`src/rtl/alu_md_if.sv`:
```
// rtl/alu_md_if.sv - operation request / result bundle for alu_md_unit
interface alu_md_if #(
    parameter int WIDTH = 32,
    parameter int SHW   = $clog2(WIDTH)
);
    logic             in_valid;
    logic             in_ready;
    logic [5:0]       funct;
    logic [SHW-1:0]   shamt;
    logic [WIDTH-1:0] rs_data;
    logic [WIDTH-1:0] rt_data;
    logic             out_valid;
    logic [WIDTH-1:0] out_data;
    logic             overflow;
    logic             illegal;

    modport master (
        output in_valid, funct, shamt, rs_data, rt_data,
        input  in_ready, out_valid, out_data, overflow, illegal
    );

    modport slave (
        input  in_valid, funct, shamt, rs_data, rt_data,
        output in_ready, out_valid, out_data, overflow, illegal
    );
endinterface

```
`src/rtl/alu_md_unit.sv`:
```
// rtl/alu_md_unit.sv - MIPS R-type ALU with iterative HI/LO multiply/divide
// Optional divider enabled by defining ALU_MD_DIV_EN.
module alu_md_unit #(
    parameter int WIDTH = 32,
    parameter int SHW   = $clog2(WIDTH)
) (
    input logic     clock,
    input logic     reset,
    alu_md_if.slave bus
);
    localparam logic [5:0] F_SLL  = 6'h00, F_SRL  = 6'h02, F_SRA  = 6'h03;
    localparam logic [5:0] F_SLLV = 6'h04, F_SRLV = 6'h06, F_SRAV = 6'h07;
    localparam logic [5:0] F_MFHI = 6'h10, F_MFLO = 6'h12;
    localparam logic [5:0] F_MULT = 6'h18, F_MULTU = 6'h19;
    localparam logic [5:0] F_ADD  = 6'h20, F_ADDU = 6'h21, F_SUB = 6'h22, F_SUBU = 6'h23;
    localparam logic [5:0] F_AND  = 6'h24, F_OR   = 6'h25, F_XOR = 6'h26, F_NOR  = 6'h27;
    localparam logic [5:0] F_SLT  = 6'h2A, F_SLTU = 6'h2B;
    localparam logic [SHW-1:0] LAST = SHW'(WIDTH - 1);

    typedef enum logic [1:0] {IDLE, MUL, DIV, FIX} state_t;

    state_t             state, state_next;
    logic [SHW-1:0]     cnt;
    logic [WIDTH-1:0]   hi, lo, mcand;
    logic [2*WIDTH-1:0] acc;
    logic               neg_lo;
    logic               accept, is_mul, sgn;
    logic [WIDTH-1:0]   rs, rt, sum, diff;

    assign rs       = bus.rs_data;
    assign rt       = bus.rt_data;
    assign sum      = rs + rt;
    assign diff     = rs - rt;
    assign bus.in_ready = (state == IDLE);
    assign accept   = bus.in_valid && (state == IDLE);
    assign is_mul   = (bus.funct == F_MULT) || (bus.funct == F_MULTU);
    // Odd function codes in the MULT/DIV group are the unsigned forms.
    assign sgn      = ~bus.funct[0];

    function automatic logic [WIDTH-1:0] mag(input logic [WIDTH-1:0] x, input logic s);
        return (s && x[WIDTH-1]) ? -x : x;
    endfunction

    // Shift-add step: add multiplicand into the upper half, then shift the pair right.
    logic [WIDTH:0]     mul_sum;
    logic [2*WIDTH-1:0] mul_next, mul_prod;
    assign mul_sum  = {1'b0, acc[2*WIDTH-1:WIDTH]} + (acc[0] ? {1'b0, mcand} : '0);
    assign mul_next = {mul_sum, acc[WIDTH-1:1]};
    assign mul_prod = neg_lo ? -acc : acc;

`ifdef ALU_MD_DIV_EN
    logic               is_div, neg_hi, op_div, div_zero;
    logic [WIDTH+1:0]   div_trial;
    logic [2*WIDTH-1:0] div_next;
    logic [WIDTH-1:0]   div_q, div_r;
    assign is_div    = (bus.funct == 6'h1A) || (bus.funct == 6'h1B);
    // Upper half is the partial remainder, lower half shifts dividend out and quotient in.
    assign div_trial = {1'b0, acc[2*WIDTH-1:WIDTH-1]} - {2'b0, mcand};
    assign div_next  = div_trial[WIDTH+1] ? {acc[2*WIDTH-2:0], 1'b0}
                                          : {div_trial[WIDTH-1:0], acc[WIDTH-2:0], 1'b1};
    assign div_q     = div_zero ? '1 : (neg_lo ? -acc[WIDTH-1:0] : acc[WIDTH-1:0]);
    assign div_r     = neg_hi ? -acc[2*WIDTH-1:WIDTH] : acc[2*WIDTH-1:WIDTH];
`endif

    logic [WIDTH-1:0] sc_data;
    logic             sc_ov, sc_ill;
    logic [SHW-1:0]   sh;

    always_comb begin
        sc_data = '0;
        sc_ov   = 1'b0;
        sc_ill  = 1'b0;
        sh      = bus.funct[2] ? rs[SHW-1:0] : bus.shamt;
        case (bus.funct)
            F_SLL, F_SLLV: sc_data = rt << sh;
            F_SRL, F_SRLV: sc_data = rt >> sh;
            F_SRA, F_SRAV: sc_data = WIDTH'($signed(rt) >>> sh);
            F_MFHI:        sc_data = hi;
            F_MFLO:        sc_data = lo;
            F_ADD: begin
                sc_data = sum;
                sc_ov   = (rs[WIDTH-1] == rt[WIDTH-1]) && (sum[WIDTH-1] != rs[WIDTH-1]);
            end
            F_ADDU:        sc_data = sum;
            F_SUB: begin
                sc_data = diff;
                sc_ov   = (rs[WIDTH-1] != rt[WIDTH-1]) && (diff[WIDTH-1] != rs[WIDTH-1]);
            end
            F_SUBU:        sc_data = diff;
            F_AND:         sc_data = rs & rt;
            F_OR:          sc_data = rs | rt;
            F_XOR:         sc_data = rs ^ rt;
            F_NOR:         sc_data = ~(rs | rt);
            F_SLT:         sc_data = {{(WIDTH-1){1'b0}}, $signed(rs) < $signed(rt)};
            F_SLTU:        sc_data = {{(WIDTH-1){1'b0}}, rs < rt};
            default:       sc_ill  = 1'b1;
        endcase
    end

    always_ff @(posedge clock) begin
        if (reset) state <= IDLE;
        else       state <= state_next;
    end

    always_comb begin
        state_next = state;
        case (state)
            IDLE: begin
                if (accept && is_mul) state_next = MUL;
`ifdef ALU_MD_DIV_EN
                else if (accept && is_div) state_next = DIV;
`endif
            end
            MUL, DIV: if (cnt == LAST) state_next = FIX;
            FIX:      state_next = IDLE;
            default:  state_next = IDLE;
        endcase
    end

    always_ff @(posedge clock) begin
        if (reset) begin
            hi            <= '0;
            lo            <= '0;
            mcand         <= '0;
            acc           <= '0;
            cnt           <= '0;
            neg_lo        <= 1'b0;
            bus.out_valid <= 1'b0;
            bus.out_data  <= '0;
            bus.overflow  <= 1'b0;
            bus.illegal   <= 1'b0;
`ifdef ALU_MD_DIV_EN
            neg_hi        <= 1'b0;
            op_div        <= 1'b0;
            div_zero      <= 1'b0;
`endif
        end else begin
            bus.out_valid <= 1'b0;
            bus.overflow  <= 1'b0;
            bus.illegal   <= 1'b0;
            case (state)
                IDLE: if (accept) begin
                    cnt <= '0;
                    if (is_mul) begin
                        mcand  <= mag(rs, sgn);
                        acc    <= {{WIDTH{1'b0}}, mag(rt, sgn)};
                        neg_lo <= sgn && (rs[WIDTH-1] ^ rt[WIDTH-1]);
`ifdef ALU_MD_DIV_EN
                        op_div <= 1'b0;
                    end else if (is_div) begin
                        mcand    <= mag(rt, sgn);
                        acc      <= {{WIDTH{1'b0}}, mag(rs, sgn)};
                        neg_lo   <= sgn && (rs[WIDTH-1] ^ rt[WIDTH-1]);
                        neg_hi   <= sgn && rs[WIDTH-1];
                        div_zero <= (rt == '0);
                        op_div   <= 1'b1;
`endif
                    end else begin
                        bus.out_valid <= 1'b1;
                        bus.out_data  <= sc_data;
                        bus.overflow  <= sc_ov;
                        bus.illegal   <= sc_ill;
                    end
                end
                MUL: begin
                    acc <= mul_next;
                    cnt <= cnt + 1'b1;
                end
`ifdef ALU_MD_DIV_EN
                DIV: begin
                    acc <= div_next;
                    cnt <= cnt + 1'b1;
                end
`endif
                FIX: begin
                    bus.out_valid <= 1'b1;
`ifdef ALU_MD_DIV_EN
                    if (op_div) begin
                        hi           <= div_r;
                        lo           <= div_q;
                        bus.out_data <= div_q;
                    end else
`endif
                    begin
                        hi           <= mul_prod[2*WIDTH-1:WIDTH];
                        lo           <= mul_prod[WIDTH-1:0];
                        bus.out_data <= mul_prod[WIDTH-1:0];
                    end
                end
                default: ;
            endcase
        end
    end
endmodule

```
`src/flat_wrapper.sv`:
```
// flat-port wrapper written by rule: the top's interface ports become plain ports
module alu_md_unit_flat 
#(
    parameter int WIDTH = 32,
    parameter int SHW   = $clog2(WIDTH)
)
  (clock, reset, bus_in_valid, bus_funct, bus_shamt, bus_rs_data, bus_rt_data, bus_in_ready, bus_out_valid, bus_out_data, bus_overflow, bus_illegal);
  alu_md_if #(.WIDTH(WIDTH), .SHW(SHW)) bus_i ();
  input logic clock;
  input logic reset;
  input wire logic [$bits(bus_i.in_valid)-1:0] bus_in_valid;
  input wire logic [$bits(bus_i.funct)-1:0] bus_funct;
  input wire logic [$bits(bus_i.shamt)-1:0] bus_shamt;
  input wire logic [$bits(bus_i.rs_data)-1:0] bus_rs_data;
  input wire logic [$bits(bus_i.rt_data)-1:0] bus_rt_data;
  output wire logic [$bits(bus_i.in_ready)-1:0] bus_in_ready;
  output wire logic [$bits(bus_i.out_valid)-1:0] bus_out_valid;
  output wire logic [$bits(bus_i.out_data)-1:0] bus_out_data;
  output wire logic [$bits(bus_i.overflow)-1:0] bus_overflow;
  output wire logic [$bits(bus_i.illegal)-1:0] bus_illegal;
  assign bus_i.in_valid = bus_in_valid;
  assign bus_i.funct = bus_funct;
  assign bus_i.shamt = bus_shamt;
  assign bus_i.rs_data = bus_rs_data;
  assign bus_i.rt_data = bus_rt_data;
  assign bus_in_ready = bus_i.in_ready;
  assign bus_out_valid = bus_i.out_valid;
  assign bus_out_data = bus_i.out_data;
  assign bus_overflow = bus_i.overflow;
  assign bus_illegal = bus_i.illegal;
  alu_md_unit #(.WIDTH(WIDTH), .SHW(SHW)) u_core (.clock(clock), .reset(reset), .bus(bus_i));
endmodule
```
`config.mk`:
```
export PLATFORM = sky130hd
export DESIGN_NAME = alu_md_unit_flat
export DESIGN_NICKNAME = d
export VERILOG_FILES = /design/src/rtl/alu_md_if.sv /design/src/rtl/alu_md_unit.sv /design/src/flat_wrapper.sv
export SDC_FILE = /design/constraint.sdc
export NUM_CORES = 1
export LEC_CHECK = 0
export CAP_MARGIN = 40
export CORE_AREA = 4 4 221 223
export DETAILED_ROUTE_END_ITERATION = 10
export DIE_AREA = 0 0 225 227
export SYNTH_ARGS = -nofsm -noshare
export SYNTH_HDL_FRONTEND = slang
export SYNTH_SLANG_ARGS = --single-unit
export TNS_END_PERCENT = 5
```
`constraint.sdc`:
```
create_clock -name clock -period 11.65 [get_ports clock]
set_input_delay 3.495 -clock clock [delete_from_list [all_inputs] [get_ports clock]]
set_output_delay 3.495 -clock clock [all_outputs]
set_load 0.02 [all_outputs]
```
Yosys cells after proc, flatten, opt, wreduce, memory -nomap -nowiden
Index checks and enable logic that the tools add are counted.

cells by class
  reduce and logical (&&, ||, !) cells = 25
  bitwise operators = 8
  eq/ne operators = 32
  multiplexer cells = 22
  $lt $le $gt $ge = 2
  add/sub/neg operators = 7
  shift-type cells = 3

operators by type and width
  kind                                                 number
  case mux 32 bit (13 select lines)                    1
  2-to-1 mux 64 bit                                    3
  2-to-1 mux 32 bit                                    5
  case mux 64 bit (2 select lines)                     1
  less-than comparator 32 bit                          2
  negation 32 bit                                      2
  negation 64 bit                                      1
  case mux 32 bit (2 select lines)                     1
  equality test 6 bit, second input constant           10
  adder 32 x 33 -> 33 bit                              1
  adder 32 bit                                         1
  AND 32 bit                                           1
  NOT 32 bit                                           1
  OR 32 bit                                            1
  << shifter 32 x 5 -> 32 bit                          1
  right shift 32 x 5 -> 32 bit                         1
  >>> shifter 32 x 5 -> 32 bit                         1
  subtractor 32 bit                                    1
  bitwise XOR 32 bit                                   1
  equality test 6 x 5 -> 1 bit, second input constant  4
  equality test 6 x 3 -> 1 bit, second input constant  3
  OR reduction 18 bit                                  1
  equality test 6 x 2 -> 1 bit, second input constant  2
  OR reduction 2 bit                                   6
  24 further kinds                                     47

word-level totals
  output and inout port bits = 36
  word-level logic and storage cells = 110
  bits in registers = 203
  bits of input ports = 78

Logic depth before layout (Yosys ltp)
Gate-level depths: netlist of the first run.

  depth in word-level cells = 6
  gate-level depth with buffers = 15
  gate-level depth less buffers = 14

Least setup slack after synthesis of the first run
No wires, ideal clock.

  kind = input-to-reg
  from = input bus_funct[2]
  to = register u_core.bus.out_data[1]
  buffers on the path = 6
  data arrival time = 6,543 ps
  slack = 4,975 ps
  data required time = 11,518 ps
  stages = 12
  setup time = 132 ps
  path through = clkbuf_1 buf_1 mux2i_1 clkbuf_1 buf_1 clkbuf_1 clkbuf_1 o311ai_0 o211ai_1 o21ai_0 a221oi_1 nor3_1

on the way
  word-level cells in the longest chain between the ends = 6
  elaborated cells on any way between the ends = 36
  those cells by class = 20 x eq/ne; 3 x shift; 5 x mux; 8 x reduce/logical

RTL lines
  element                                                     line                source
  from (decl)                                                 flat_wrapper.sv:12  input wire logic [$bits(bus_i.funct)-1:0] bus_funct;
  2-to-1 mux 5 bit, or another cell as far along              alu_md_unit.sv:73   sh = bus.funct[2] ? rs[SHW-1:0] : bus.shamt;
  >>> shifter 32 x 5 -> 32 bit, or another cell as far along  alu_md_unit.sv:77   F_SRA, F_SRAV: sc_data = WIDTH'($signed(rt) >>> sh);
  case mux 32 bit (13 select lines)                           alu_md_unit.sv:74   case (bus.funct)
  2-to-1 mux 32 bit                                           alu_md_unit.sv:144  if (is_mul) begin
  2-to-1 mux 32 bit                                           alu_md_unit.sv:142  IDLE: if (accept) begin
  case mux 32 bit (2 select lines)                            alu_md_unit.sv:141  case (state)
  to (signal assigned)                                        alu_md_unit.sv:160  bus.out_data <= sc_data;
  to (signal assigned)                                        alu_md_unit.sv:187  bus.out_data <= mul_prod[WIDTH-1:0];
  to (decl)                                                   alu_md_if.sv:24     output in_ready, out_valid, out_data, overflow, illegal

Several ways; a longest one is shown, not always the timed one. The select of a mux whose other input is x is not followed.
A chain may end at the register's enable or synchronous reset.

Final worst setup path of the first run
  from = input bus_rs_data[0]
  to = register u_core.bus.out_data[28]

on the way
  word-level cells in the longest chain between the ends = 6
  elaborated cells on any way between the ends = 10
  those cells by class = 2 x add/sub; 3 x shift; 5 x mux

RTL lines
  element                                                    line                source
  from (decl)                                                flat_wrapper.sv:14  input wire logic [$bits(bus_i.rs_data)-1:0] bus_rs_data;
  branches (longest 2 deep; another with subtractor 32 bit)  n/a
  case mux 32 bit (13 select lines) (*)                      alu_md_unit.sv:74
  2-to-1 mux 32 bit (*)                                      alu_md_unit.sv:144
  2-to-1 mux 32 bit (*)                                      alu_md_unit.sv:142
  case mux 32 bit (2 select lines) (*)                       alu_md_unit.sv:141

Every way passes the cells marked *. The select of a mux whose other input is x is not followed.

==> impl_metrics.csv, run 1 <==
group,metric,value,unit
status,status,"finished clean",
clocking,cts_resized,0,
synth,yosys.area.top_type,"dfxtp_1",
power_and_ir_drop,power,2.486,mW
setup_path,crit_type,"primary input to flop",
synth,ys_warn_count,0,
setup_path,arrival,8480,ps
synth,yosys.cell_types.count,82,
clocking,clk_path_buf_depth,3,
synth,async_reset_ff_share,0,%
timing,tightest_slew,996.7,ps
global_route,use_met3,11.19,%
place,numPortBuffers,113,
place,gp_congestion,1.094,
setup_path,worst_r2r_path_depth,11,
floorplan,die_y,227,um
min_path,hold_path.class,"flop to flop",
drt,drt_iter0_markers,3681,
synth,synth_commonest_cells,"nor2_1 (362), nand2_1 (325), a21oi_1 (246)",
floorplan,core_area,46560,um^2
global_route,grt_pass1_vias,23230,
cells_and_area,final_nets,3289,
clocking,cts_buffers,27,
setup_path,cp_data_required_time,12090,ps
synth,ys_ff_latch,203,
run,drv_cap,0,
min_path,holdPathEnd,"u_core.lo[20]$_SDFFE_PP0P_",
timing,setup_tns,0,ps
global_route,busiest_layer,"met2",
cells_and_area,seqCellArea,4065,um^2
timing,fin_skew,18.71,ps
setup_path,cp-end-kind,"flop",
setup_path,reg2reg_slack,6710,ps
clocking,post_cts_buffers,0,
drt,vias,25340,
synth,avgSynthCellArea,7.097,um^2
setup_path,crit_slowest_cell,"a2111oi_0",
synth,yosysMostFrequentCell,"nor2_1",
place,dpl-instance-area,23440,um^2
global_route,use_met1,56.18,%
timing,max_freq,0.1244,GHz
drt,route.detailed.drc,0,
cells_and_area,syn2layout_area_growth,12.13,%
synth,synth-edff-count,0,
timing,hold_viol_final,0,
clocking,cts_tree,"yes",
clocking,cts_hold_buf,0,
setup_path,rr_startpoint,"u_core.acc[0]$_SDFFE_PP0P_",
drt,routed_wl,113300,um
setup_path,cp-startpoint,"bus_rs_data[0]",
global_route,overflow,0,
timing,rsz0062_at_grt,"false",
min_path,min_from,"u_core.lo[20]$_SDFFE_PP0P_",
cells_and_area,fin_area,24370,um^2
drt,routedWlPerCell,30.73,um
drt,drtPass1Iterations,8,
place,dp_cells,3630,
min_path,worstHoldPathCells,1,
cells_and_area,n_fill_cell,4646,
setup_path,path_cells,"clkdlybuf4s50_1, inv_1, ha_1, inv_1, fa_1, nor2b_1, o211ai_1, a2111oi_0, o2111ai_1, a21oi_1, o21ai_0, a2111oi_0, nor2_1, a41oi_1, a31oi_1",
clocking,cts_root_buf,"clkbuf_16",
synth,synth_top_area_share,18.70,%
place,post-dp-hpwl,87590,um
setup_path,cp-start-kind,"primary input",
cells_and_area,instances_no_fill,3686,
setup_path,critPathMaxFanout,8,
synth,ys.flop_type,"dfxtp_1",
global_route,grt_pass1_wl,161600,um
synth,netlist_area,21730,um^2
setup_path,timing.rr.end,"u_core.hi[31]$_SDFFE_PP0P_",
synth,syn_nets,3297,
timing,period_share,69.01,%
timing,maxSlewHeadroom,31.83,%
power_and_ir_drop,p_leak,9.675,nW
synth,netlist_top_cells_area,"dfxtp_1 (19%), ha_1 (8.9%), mux2i_1 (6.7%), nor2_1 (6.3%), a21oi_1 (5.7%)",
global_route,antenna_found_initial,8,
power_and_ir_drop,vdd_drop_max,141.9,uV
floorplan,rows,79,
timing,drv_slew,0,
synth,yosysSeqAreaShare,18.70,%
power_and_ir_drop,p_per_area,102.0,nW/um^2
global_route,globalRouteTotalUtil,42.30,%
floorplan,die_x,225,um
drt,drt-vias-per-instance,6.874,
clocking,ctsHtreeMaxLevel,1,
synth,synthCells,3062,
clocking,clk_pin_slew,70,ps
global_route,grt_max_degree,94,
floorplan,die_area,51080,um^2
timing,fin_crit,8040,ps
clocking,clock_sinks,203,
clocking,worstSkewPairLatency,570,ps
drt,antenna_left,0,
cells_and_area,layout-drive-gt1-share,5.854,%
global_route,grtUsageMet2,61.11,%
floorplan,initial_core_util,46.68,%
setup_path,cpPeakStageDelay,870,ps
cells_and_area,multi_input_area,16500,um^2
floorplan,io_pins,114,
timing,finalSetupViolCount,0,
==> metrics by stage <==
stage | util (%) | worst slack [ps] | hold WS [ps]
global route | 52.32 | 3426 | 487.1
global placement | 50.13 | 3275 | 434.6
detailed placement | 50.36 | 3360 | 441.7
CTS | 52.30 | 3949 | 456.1
finish | 52.34 | 3610 | 457.6
floorplan | - | 4975 | 427.3
==> per-layer routing <==
layer | wire length (um) | vias to the layer above
met5 | 42 | -
li1 | - | 11090
met4 | 9098 | 6
met3 | 13480 | 397
met1 | 44990 | 12150
met2 | 45680 | 1702
==> worst max-delay path by stage <==
stage	end
2_1_floorplan	u_core.bus.out_data[1]$_SDFFE_PP0P_
4_1_cts	u_core.bus.out_data[28]$_SDFFE_PP0P_
3_5_place_dp	u_core.bus.out_data[28]$_SDFFE_PP0P_
5_1_grt	u_core.bus.out_data[28]$_SDFFE_PP0P_
3_3_place_gp	u_core.bus.overflow$_SDFF_PP0_
6_report	u_core.bus.out_data[28]$_SDFFE_PP0P_
==> state kept, by name (all words and copies together) (netlist names) <==
name                  cells
u_core.bus.out_data      32
u_core.hi                32
u_core.acc               64
u_core.mcand             32
u_core.bus.illegal        1
u_core.bus.out_valid      1
u_core.state              2
u_core.lo                32
u_core.neg_lo             1
u_core.bus.overflow       1
u_core.cnt                5
==> layout by cell type, fill, tap and decap left out, types with 65 or more instances in the layout <==
master           Yosys  routed
inv_1              113     113
a211oi_1           109     109
ha_1               154     152
nand2_1            325     325
buf_4                0      65
xnor2_1            125     125
dfxtp_1            203     202
clkdlybuf4s50_1      0     110
o21ai_0            211     210
mux2i_1            146     141
nor2_1             362     360
a21oi_1            246     246
nor3_1              69      68
xor2_1              65      65
==> report_power, final <==
part           internal (mW)  leakage [nW]  total (mW)  switching [mW]
clock                  0.506         0.437       0.871           0.366
combinational          0.284          7.60       0.888           0.604
sequential             0.709          1.64       0.726          0.0173
==> layout make-up <==
class,count,area share (%)
diodes,4,0.04108
clock buffers,37,3.132
clock inverters,13,0.5802
inverters,116,1.787
multi-input cells,2519,67.72
flip-flops and latches,203,16.68
well taps,607,3.117
repair buffers,187,6.942
==> worst max-delay path: cells and delay by family <==
kind,cells,cell delay (ps)
adders and majority gates,2,430
and+or+nand+nor,2,330
buffers and inverters,3,1110
AOI/OAI and AO/OA,8,3100
==> cells by family (layout without fill, tap and decap cells) <==
logic type | count (synthesis) | count (layout) | share of synthesized area (%)
adder cells (fa/ha/maj) | 157 | 157 | 9.143
other | 0 | 4 | 0
buffers and inverters | 340 | 353 | 5.878
AND/OR/NAND/NOR | 1042 | 1042 | 21.73
AO/OA/AOI/OAI | 968 | 968 | 29.13
multiplexers | 162 | 162 | 7.761
XOR/XNOR | 190 | 190 | 7.657
flip-flops | 203 | 203 | 18.70
(Power assumes the default switching activity.)
==> run 2: changes to the inputs <==
--- a/config.mk
+++ b/config.mk
@@ -9,6 +9,7 @@
 export CORE_AREA = 4 4 221 223
 export DETAILED_ROUTE_END_ITERATION = 10
 export DIE_AREA = 0 0 225 227
+export PLACE_DENSITY = 0.67
 export SYNTH_ARGS = -nofsm -noshare
 export SYNTH_HDL_FRONTEND = slang
 export SYNTH_SLANG_ARGS = --single-unit
==> constraint.sdc (replaced) <==
create_clock -name clock -period 6.5 [get_ports clock]
set_input_delay 1.95 -clock clock [delete_from_list [all_inputs] [get_ports clock]]
set_output_delay 1.95 -clock clock [all_outputs]
set_load 0.02 [all_outputs]
==> impl_metrics.csv, run 2 (synthesis gave the netlist of run 1 again) <==
group,metric,value,unit
power_and_ir_drop,p_leak,10.25,nW
status,status,"finished clean",
run,drv_cap,0,
floorplan,io_pins,114,
drt,routed_wl,121600,um
timing,drv_slew,0,
cells_and_area,fin_area,25250,um^2
setup_path,crit_slowest_cell,"clkdlybuf4s50_1",
timing,fin_crit,5911,ps
setup_path,critPathMaxFanout,7,
clocking,worstSkewPairLatency,560,ps
floorplan,rows,79,
cells_and_area,syn2layout_area_growth,16.17,%
timing,maxSlewHeadroom,33.20,%
min_path,worstHoldPathCells,2,
drt,vias,26710,
drt,drt_iter0_markers,4444,
drt,drtPass1Iterations,9,
timing,tightest_slew,1002,ps
place,dpl-instance-area,24420,um^2
cells_and_area,utilization,54.23,%
setup_path,rr_startpoint,"u_core.acc[0]$_SDFFE_PP0P_",
timing,hold_viol_final,0,
clocking,post_cts_buffers,0,
place,numPortBuffers,113,
global_route,globalRouteTotalUtil,45.15,%
power_and_ir_drop,p_per_area,176.9,nW/um^2
place,dp_cells,3754,
setup_path,cp-end-kind,"flop",
global_route,grt_max_degree,94,
setup_path,cp_data_required_time,6970,ps
setup_path,reg2reg_slack,1590,ps
clocking,clk_path_buf_depth,3,
setup_path,cp-startpoint,"bus_rs_data[5]",
timing,rsz0062_at_grt,"false",
drt,drt-vias-per-instance,7.024,
place,gp_congestion,1.160,
floorplan,die_area,51080,um^2
clocking,cts_buffers,25,
floorplan,initial_core_util,46.68,%
cells_and_area,mostFrequentLayoutCells,"nor2_1 (360), nand2_1 (325), a21oi_1 (246)",
cells_and_area,largest-register,"u_core.acc",
cells_and_area,instances_no_fill,3802,
global_route,grt_pass1_wl,171200,um
floorplan,die_x,225,um
min_path,hold_path.class,"flop to flop",
setup_path,path_cells,"clkdlybuf4s50_1, inv_1, ha_1, inv_1, o21ai_0, a21oi_1, a2111oi_0, buf_4, or3_1, a2111oi_0, o22ai_1, xnor2_1, nand2_1, a211oi_1",
timing,max_freq,0.1692,GHz
power_and_ir_drop,vdd_drop_max,293.8,uV
clocking,cts_hold_buf,0,
clocking,clock_sinks,203,
drt,route.detailed.drc,0,
cells_and_area,layout-drive-gt1-share,9.433,%
place,post-dp-hpwl,95970,um
timing,setup_tns,0,ps
setup_path,endpoint,"u_core.bus.out_data[25]$_SDFFE_PP0P_",
cells_and_area,largest_reg_flops,64,
timing,fin_skew,18.48,ps
clocking,clk_pin_slew,70,ps
clocking,cts_root_buf,"clkbuf_16",
timing,period_share,90.94,%
drt,routedWlPerCell,31.99,um
global_route,grt_pass1_vias,24390,
floorplan,die_y,227,um
clocking,cts_resized,0,
setup_path,crit_type,"primary input to flop",
timing,finalSetupViolCount,0,
drt,antenna_left,0,
global_route,antenna_found_initial,8,
floorplan,core_area,46560,um^2
clocking,ctsHtreeMaxLevel,1,
setup_path,worst_r2r_path_depth,11,
setup_path,cp-start-kind,"primary input",
setup_path,timing.rr.end,"u_core.hi[27]$_SDFFE_PP0P_",
global_route,overflow,0,
cells_and_area,mostFrequentLayoutCell,"nor2_1",
setup_path,cpPeakStageDelay,850,ps
setup_path,arrival,6390,ps
clocking,cts_tree,"yes",
cells_and_area,final_nets,3410,
-- run 2: cell count changes in the layout (fill, tap and decap cells not counted), moves of 2 or more --
cell,delta
clkinv_4,-2
clkbuf_16,-2
clkinv_2,+2
inv_6,-3
buf_12,+3
buf_2,-3
clkbuf_1,-3
buf_4,+127
clkbuf_8,+2
-- run 2: layout make-up --
| class | count | area (um^2) |
|---|---|---|
| multi-input cells | 2519 | 16510 |
| flip-flops and latches | 203 | 4065 |
| clock inverters | 9 | 77.57 |
| diodes | 4 | 10.01 |
| repair buffers | 310 | 2656 |
| well taps | 607 | 759.5 |
| fillers | 4495 | 21310 |
| clock buffers | 34 | 729.5 |
| inverters | 116 | 435.4 |
-- run 2: report_power, final --
part / switching (mW) / leakage, nW / internal, mW
combinational: 1.17 / 8.22 / 0.581
clock: 0.594 / 0.395 / 0.819
sequential: 0.0331 / 1.64 / 1.27
-- run 2: metrics by stage --
step	setup WS, ps	power [mW]	hold slack [ps]
final	588.8	4.467	456.4
after global routing	545.1	4.561	465.1
after CTS	877.5	4.377	453.8
after detailed placement	332.4	2.976	440.6
after global placement	312.0	2.971	439.3
after floorplan	1370	2.240	427.3
-- run 2: worst min-delay path by stage --
stage | from | end | slack, ps
after floorplan | u_core.mcand[31]$_SDFFE_PP0P_ | u_core.mcand[31]$_SDFFE_PP0P_ | 430
after global placement | u_core.lo[20]$_SDFFE_PP0P_ | u_core.lo[20]$_SDFFE_PP0P_ | 440
after detailed placement | u_core.lo[20]$_SDFFE_PP0P_ | u_core.lo[20]$_SDFFE_PP0P_ | 440
after CTS | u_core.mcand[31]$_SDFFE_PP0P_ | u_core.mcand[31]$_SDFFE_PP0P_ | 450
after global routing | u_core.mcand[31]$_SDFFE_PP0P_ | u_core.mcand[31]$_SDFFE_PP0P_ | 470
final | u_core.mcand[31]$_SDFFE_PP0P_ | u_core.mcand[31]$_SDFFE_PP0P_ | 460
-- run 2: worst max-delay path: cells and delay by family --
kind | cells | cell delay, ps
simple gates | 2 | 550
buf+inv | 4 | 1390
fa+ha+maj | 1 | 460
xor+xnor | 1 | 400
compound gates | 6 | 1630
-- run 2: per-layer routing --
metal	track usage [%]	share of wire (%)	up-vias	routed length, um
li1	-	-	11350	-
met1	59.05	38	12670	46080
met2	65.02	40	2167	48200
met3	12.62	13	511	16210
met4	29.78	9.1	10	11060
met5	0	0.072	-	88
